<file path="config.mk">
export PLATFORM = sky130hd
export DESIGN_NAME = apb_master_bridge
export DESIGN_NICKNAME = d
export VERILOG_FILES = /design/src/rtl/apb_master_bridge.sv
export SDC_FILE = /design/constraint.sdc
export NUM_CORES = 1
export LEC_CHECK = 0
export BUFFER_PORTS_ARGS = -buffer_cell sky130_fd_sc_hd__buf_2
export CORE_MARGIN = 2
export CORE_UTILIZATION = 30
export CTS_CLUSTER_SIZE = 25
export DETAILED_ROUTE_END_ITERATION = 7
export SYNTH_ARGS = -nofsm -noshare
export SYNTH_HDL_FRONTEND = slang
export SYNTH_SLANG_ARGS = --single-unit
</file>
<file path="constraint.sdc">
create_clock -name pclk_i -period 2.1 [get_ports pclk_i]
set_input_delay 0.105 -clock pclk_i [delete_from_list [all_inputs] [get_ports pclk_i]]
set_output_delay 0.105 -clock pclk_i [all_outputs]
set_load 0.05 [all_outputs]
</file>
<file path="src/rtl/apb_master_bridge.sv">
// Valid/ready command to APB3 master bridge with registered APB outputs and a
// watchdog that aborts ACCESS phases whose slave never raises PREADY.
module apb_master_bridge #(
  parameter int unsigned ADDR_W  = 32,
  parameter int unsigned DATA_W  = 32,
  parameter int unsigned TIMEOUT = 16
) (
  input  logic              pclk_i,
  input  logic              rst_n_i,
  input  logic              cmd_valid_i,
  output logic              cmd_ready_o,
  input  logic              cmd_write_i,
  input  logic [ADDR_W-1:0] cmd_addr_i,
  input  logic [DATA_W-1:0] cmd_wdata_i,
  output logic              rsp_valid_o,
  input  logic              rsp_ready_i,
  output logic [DATA_W-1:0] rsp_rdata_o,
  output logic              rsp_err_o,
  output logic              rsp_timeout_o,
  output logic              psel_o,
  output logic              penable_o,
  output logic              pwrite_o,
  output logic [ADDR_W-1:0] paddr_o,
  output logic [DATA_W-1:0] pwdata_o,
  input  logic [DATA_W-1:0] prdata_i,
  input  logic              pready_i,
  input  logic              pslverr_i
);

  localparam int unsigned      CNT_W    = (TIMEOUT == 0) ? 1 : $clog2(TIMEOUT + 1);
  localparam logic [CNT_W-1:0] CNT_LAST = (TIMEOUT == 0) ? '0 : CNT_W'(TIMEOUT - 1);

  typedef enum logic [1:0] {S_IDLE, S_SETUP, S_ACCESS, S_RESP} state_e;

  state_e              state_q, state_d;
  logic [CNT_W-1:0]    cnt_q, cnt_d;
  logic                psel_q, psel_d;
  logic                penable_q, penable_d;
  logic                pwrite_q, pwrite_d;
  logic [ADDR_W-1:0]   paddr_q, paddr_d;
  logic [DATA_W-1:0]   pwdata_q, pwdata_d;
  logic                rsp_valid_q, rsp_valid_d;
  logic [DATA_W-1:0]   rsp_rdata_q, rsp_rdata_d;
  logic                rsp_err_q, rsp_err_d;
  logic                rsp_timeout_q, rsp_timeout_d;

  always_ff @(posedge pclk_i) begin
    if (!rst_n_i) begin
      state_q       <= S_IDLE;
      cnt_q         <= '0;
      psel_q        <= 1'b0;
      penable_q     <= 1'b0;
      pwrite_q      <= 1'b0;
      paddr_q       <= '0;
      pwdata_q      <= '0;
      rsp_valid_q   <= 1'b0;
      rsp_rdata_q   <= '0;
      rsp_err_q     <= 1'b0;
      rsp_timeout_q <= 1'b0;
    end else begin
      state_q       <= state_d;
      cnt_q         <= cnt_d;
      psel_q        <= psel_d;
      penable_q     <= penable_d;
      pwrite_q      <= pwrite_d;
      paddr_q       <= paddr_d;
      pwdata_q      <= pwdata_d;
      rsp_valid_q   <= rsp_valid_d;
      rsp_rdata_q   <= rsp_rdata_d;
      rsp_err_q     <= rsp_err_d;
      rsp_timeout_q <= rsp_timeout_d;
    end
  end

  always_comb begin
    state_d       = state_q;
    cnt_d         = cnt_q;
    psel_d        = psel_q;
    penable_d     = penable_q;
    pwrite_d      = pwrite_q;
    paddr_d       = paddr_q;
    pwdata_d      = pwdata_q;
    rsp_valid_d   = rsp_valid_q;
    rsp_rdata_d   = rsp_rdata_q;
    rsp_err_d     = rsp_err_q;
    rsp_timeout_d = rsp_timeout_q;
    case (state_q)
      S_IDLE: begin
        if (cmd_valid_i) begin
          pwrite_d = cmd_write_i;
          paddr_d  = cmd_addr_i;
          pwdata_d = cmd_wdata_i;
          psel_d   = 1'b1;
          state_d  = S_SETUP;
        end
      end
      S_SETUP: begin
        penable_d = 1'b1;
        cnt_d     = '0;
        state_d   = S_ACCESS;
      end
      S_ACCESS: begin
        if (pready_i) begin
          rsp_rdata_d   = pwrite_q ? '0 : prdata_i;
          rsp_err_d     = pslverr_i;
          rsp_timeout_d = 1'b0;
          rsp_valid_d   = 1'b1;
          psel_d        = 1'b0;
          penable_d     = 1'b0;
          state_d       = S_RESP;
        end else if ((TIMEOUT != 0) && (cnt_q == CNT_LAST)) begin
          rsp_rdata_d   = '0;
          rsp_err_d     = 1'b1;
          rsp_timeout_d = 1'b1;
          rsp_valid_d   = 1'b1;
          psel_d        = 1'b0;
          penable_d     = 1'b0;
          state_d       = S_RESP;
        end else if (cnt_q != '1) begin
          // Saturate so a disabled watchdog never wraps back to zero.
          cnt_d = cnt_q + CNT_W'(1);
        end
      end
      S_RESP: begin
        if (rsp_ready_i) begin
          rsp_valid_d   = 1'b0;
          rsp_err_d     = 1'b0;
          rsp_timeout_d = 1'b0;
          state_d       = S_IDLE;
        end
      end
      default: state_d = S_IDLE;
    endcase
  end

  assign cmd_ready_o   = (state_q == S_IDLE);
  assign psel_o        = psel_q;
  assign penable_o     = penable_q;
  assign pwrite_o      = pwrite_q;
  assign paddr_o       = paddr_q;
  assign pwdata_o      = pwdata_q;
  assign rsp_valid_o   = rsp_valid_q;
  assign rsp_rdata_o   = rsp_rdata_q;
  assign rsp_err_o     = rsp_err_q;
  assign rsp_timeout_o = rsp_timeout_q;

endmodule

</file>
Word-level counts from Yosys, hierarchy flattened --
Index checks and enable logic that the tools add are counted.
Word-level totals: RAM bits 0, memories kept 0, logic and storage cells 60, bits in read-only memories 0, register bits 109, input port bits 103, output and inout port bits 103, bits in latches 0
Cells by class: $lt $le $gt $ge 0, muxes and demuxes 25, divide/modulo/power cells 0, multiply operators 0, shift operators 0, bitwise operators 0, reduce and logical (&&, ||, !) cells 12, equality and inequality tests 11, $add $sub $neg 1
Operator list (count):
- 2-to-1 mux 32 bit | 3
- 2-to-1 mux 5 bit | 3
- inequality test 2 bit, second input constant | 5
- case mux 1 bit (2 select lines) | 5
- case mux 5 bit (2 select lines) | 1
- AND reduction 3 bit | 3
- 2-to-1 mux 1 bit | 8
- 2-to-1 mux 2 bit | 4
- case mux 2 bit (4 select lines) | 1
- nonzero test 2 bit | 4
- AND reduction 2 bit | 3
- adder 5 x 1 -> 5 bit, second input constant | 1
- == test 5 x 4 -> 1 bit, second input constant | 1
- inequality test 5 bit, second input constant | 1
- == test 2 bit, second input constant | 2
- AND reduction 4 bit | 1
- inequality test 3 bit, second input constant | 1
- == test 2 x 1 -> 1 bit, second input constant | 1
- logical NOT 2 bit | 1

Depth between registers and ports, before layout --
word-level depth 5, gate-level depth with buffers 8, gate-level depth less buffers 6

Worst setup path before layout --
No wires, ideal clock.
path type reg-to-reg, from register cnt_q[0], to register cnt_q[3], period minus slack after synthesis 2.164 ns, stages on the path, launching flop included 8, data required time 1.980 ns, buffers on the path 1, library setup time 0.120 ns, slack -0.064 ns, data arrival time 2.044 ns, cell sequence dfxtp_1 -> ha_1 -> and3_1 -> ha_1 -> or4b_1 -> clkbuf_1 -> o211a_1 -> o31a_1
On the way: longest elaborated chain between the ends 5, elaborated cells between the ends (all ways) 10, those cells by class 1 x add/sub; 4 x eq/ne; 4 x mux; 1 x reduce/logical
RTL lines:
- start: declaration | RTL line 36 | logic [CNT_W-1:0] cnt_q, cnt_d;
- start signal: assignment | RTL line 62 | cnt_q <= cnt_d;
- adder 5 x 1 -> 5 bit | RTL line 121 | cnt_d = cnt_q + CNT_W'(1);
- 2-to-1 mux 5 bit | RTL line 119 | end else if (cnt_q != '1) begin
- 2-to-1 mux 5 bit | RTL line 111 | end else if ((TIMEOUT != 0) && (cnt_q == CNT_LAST)) begin
- 2-to-1 mux 5 bit | RTL line 103 | if (pready_i) begin
- case mux 5 bit (2 select lines) | RTL line 87 | case (state_q)
Parallel ways exist; a longest one is shown, timed or not. The select of a mux whose other input is x is not followed. A chain may end at the register's enable or synchronous reset.

Worst setup path after layout --
Same ends and word-level chain as after synthesis.

==> results.sh <==
export IMPL_outcome="finished clean"
export IMPL_post_synthesis_async_set_or_reset_flop_share=0
export IMPL_place_port_buffers=205
export IMPL_mapped_avg_cell_area_um2=8.40
export IMPL_peakVddDrop_v=0.000454
export IMPL_finalSetupViolations=0
export IMPL_pin_count_of_the_biggest_net_entering_global_routing=67
export IMPL_clkPwrFrac=0.233
export IMPL_path_clk_slew_ns=0.07
export IMPL_fin_crit_sh=0.972
export IMPL_critPathMaxFanout=5
export IMPL_nets=815
export IMPL_cellPowerDensity_nw_per_um2=1180
export IMPL_period_minus_slack_ns=2.04
export IMPL_die_area_um2=14000
export IMPL_crit_start="cnt_q[0]"
export IMPL_yosysWarningCount=0
export IMPL_ys_dominant_reg_cell="dfxtp_1"
export IMPL_worst_r2r_setup_slack_ns=0.06
export IMPL_globalRouteTotalUtil=0.157
export IMPL_power_sequential_fraction=0.365
export IMPL_path_cells="ha_2, and3_4, ha_2, or4b_4, buf_4, nor4_1, o31a_1"
export IMPL_max_clock_path_buffers=2
export IMPL_die_width_um=118
export IMPL_synth_nets=578
export IMPL_drt_pass1_iter_count=4
export IMPL_gp_congestion=0.766
export IMPL_leakage_uw=0.00274
export IMPL_floorplan_rows=41
export IMPL_tns_ns=0
export IMPL_antenna_diode_count=0
export IMPL_cp_end_kind="register"
export IMPL_total_power_uw=6970
export IMPL_post_drt_via_cell_ratio=4.55
export IMPL_die_height_um=118
export IMPL_fillerInstances=1213
export IMPL_ios=206
export IMPL_critical_path_most_common_cell="ha_2"
export IMPL_detailedPlacementHpwl_um=7610
export IMPL_setup_repair_after_global_routing_missed_its_margin="false"
export IMPL_p_switching_uw=2920
export IMPL_critPathBufInv=1
export IMPL_yosysMostFrequentCell="nand2_1"
export IMPL_worstHoldPathType="in -> reg"
export IMPL_required_arrival_time_at_the_worst_endpoint_ns=2.38
export IMPL_library_cell_with_the_largest_summed_area_after_synthesis="dfxtp_1"
export IMPL_synth_edff_count=0
export IMPL_remaining_drc_errors=0
export IMPL_post_synth_top_area_fraction=0.556
export IMPL_fin_hold_ws_ns=0.0137
export IMPL_min_delay_path_depth=3
export IMPL_grt_pass1_vias=3932
export IMPL_power_share_combinational=0.402
export IMPL_worstMarginPinSlew_ns=0.669
export IMPL_grt_pass1_wl_um=18300
export IMPL_maxSlewViolCount=0
export IMPL_syn_area_um2=3920
export IMPL_hold_path_end="paddr_o[12]"
export IMPL_finalClockSkew_ns=0.00854
export IMPL_drt_total_wl_um=11100
export IMPL_yosys_top_cells_count="137 x nand2_1, 109 x dfxtp_1, 71 x a21oi_1"
export IMPL_crit_path_max_incr_delay_ns=0.53
export IMPL_ant_nets=0
export IMPL_clk_insertion_delay_late_ns=0.34
export IMPL_timing_critical_path_max_delay_family="simple AND/OR/NAND/NOR gates"
export IMPL_timing_hold_worst_start="cmd_addr_i[12]"
export IMPL_timing_critical_path_depth=7
export IMPL_max_clock_freq_ghz=0.490
export IMPL_p_int_uw=4040
export IMPL_utilization=0.466
export IMPL_seq_area_frac_synth=0.556
export IMPL_synth_seq_cells=109
export IMPL_cts_tree="yes"
export IMPL_finalHoldViolCount=0
export IMPL_proportion_of_layout_cells_with_a_drive_suffix_above_1=0.339
export IMPL_depth_of_the_worst_register_to_register_path=7
export IMPL_timing_worst_setup_path_type="reg -> reg"
export IMPL_power_switching_share=0.420
export IMPL_yosys_cell_types_count=30
export IMPL_detailedRoute_firstIterationViolations=179
export IMPL_gr_total_overflow=0
export IMPL_dr_total_vias=4005
export IMPL_floorplan_core_area_um2=12700
export IMPL_syn2layout_area_growth_pct=50.5
export IMPL_cpMaxStageDelayCell="or4b_4"
export IMPL_drv_max_cap_violation_count=0
export IMPL_cts_sink_count=109
export IMPL_initial_antenna_violation_count=0
export IMPL_route_detailed_wl_per_inst_um=12.6
export IMPL_postSynthCellCount=467
export IMPL_worst_setup_path_start_kind="register"
export IMPL_arrival_time_of_data_at_the_critical_path_endpoint_ns=2.32
export IMPL_r2r_start="cnt_q[0]"
export IMPL_initial_core_util=0.310
export IMPL_synth_area_leaders="dfxtp_1 56%, nand2_1 13%, a21oi_1 9.1%, a22oi_1 6.1%, nor2_1 3.2%"
export IMPL_r2r_end="cnt_q[3]"
export IMPL_htreeDepth=3
export IMPL_cts_root_buffer="clkbuf_16"
export IMPL_max_slew_margin_rel=0.553
export IMPL_cts_made_buffers=9
## through the flow
step,cell area (µm²),setup slack (ns),std cells
5_1_grt,5900,0.00238,880
6_report,5900,0.0593,880
3_5_place_dp,5180,0.0518,822
2_1_floorplan,3940,0.0185,467
4_1_cts,5890,0.0419,880
3_3_place_gp,5180,0.0717,822
## state kept, by name (all words and copies together) (netlist names)
register and count:
paddr_o 32, pwrite_o 1, cnt_q 5, rsp_rdata_o 32, rsp_timeout_o 1, rsp_valid_o 1
pwdata_o 32, penable_o 1, state_q 2, psel_o 1, rsp_err_o 1
## power groups by stage
stage | combinational [µW] | clock (µW) | sequential [µW]
2_1_floorplan | 1020 | 0 | 3590
3_3_place_gp | 2710 | 0 | 2580
3_5_place_dp | 2750 | 0 | 2590
4_1_cts | 2820 | 1690 | 2550
5_1_grt | 3030 | 1780 | 2590
6_report | 2800 | 1620 | 2550
## cell families after synthesis
group           count (synthesis)  synth area share
fa+ha+maj                       8            0.0255
simple gates                  195             0.205
buf+inv                        40            0.0392
flops                         109             0.556
compound gates                115             0.174
## routing by layer
metal | routed length, µm | global-route usage | vias up
met5 | 0 | 0 | -
met4 | 112 | 0.0542 | 0
met3 | 824 | 0.0473 | 7
met2 | 5490 | 0.271 | 150
met1 | 4670 | 0.185 | 1820
li1 | - | - | 2028
## worst max path at each step
stage,endpoint,slack [ns]
after floorplan,cnt_q[3],0.02
after global placement,cnt_q[3],0.07
after detailed placement,cnt_q[3],0.05
after CTS,cnt_q[3],0.04
after global routing,cnt_q[3],0.002
final,cnt_q[3],0.06
## area by class of cell
class                      count  area (µm²)  share of cell area
multi-input combinational    318        1620               0.274
timing repair buffer         260        1580               0.268
inverter                       6        22.5             0.00381
sequential                   109        2180               0.370
clock buffer                  11         253              0.0428
clock inverter                 4        31.3             0.00530
tap                          172         215              0.0364
## placed cells by master (no fill, tap or decap), types with 2 or more instances in the layout
cell type and n:
dfxtp_1 109, inv_6 2, buf_2 205, inv_1 5, a22oi_1 32, ha_1 6
o31a_1 4, buf_4 9, nand3_1 4, clkbuf_8 2, nor4b_1 2, buf_12 3
ha_2 2, dlygate4sd3_1 43, nor4_1 2, nand2b_1 2, nor2_1 33, nor3_1 2
nor3b_1 4, a21oi_1 71, o21ai_0 2, clkbuf_16 9, nor2b_1 3, o22ai_1 2
nand2_1 136
## what timing repair did
item                                    4_1_cts  5_1_grt
buffers inserted                              0        0
hold buffers                                 43        0
gates resized for setup                       0        2
endpoints found under the setup margin        0       13
hold endpoints to repair                     43        0
## tightest hold or removal path: stages
cell and delay [ns]:
buf_2 0.10, nand2_1 0.06, a21oi_1 0.05
(Power assumes the default switching activity.)
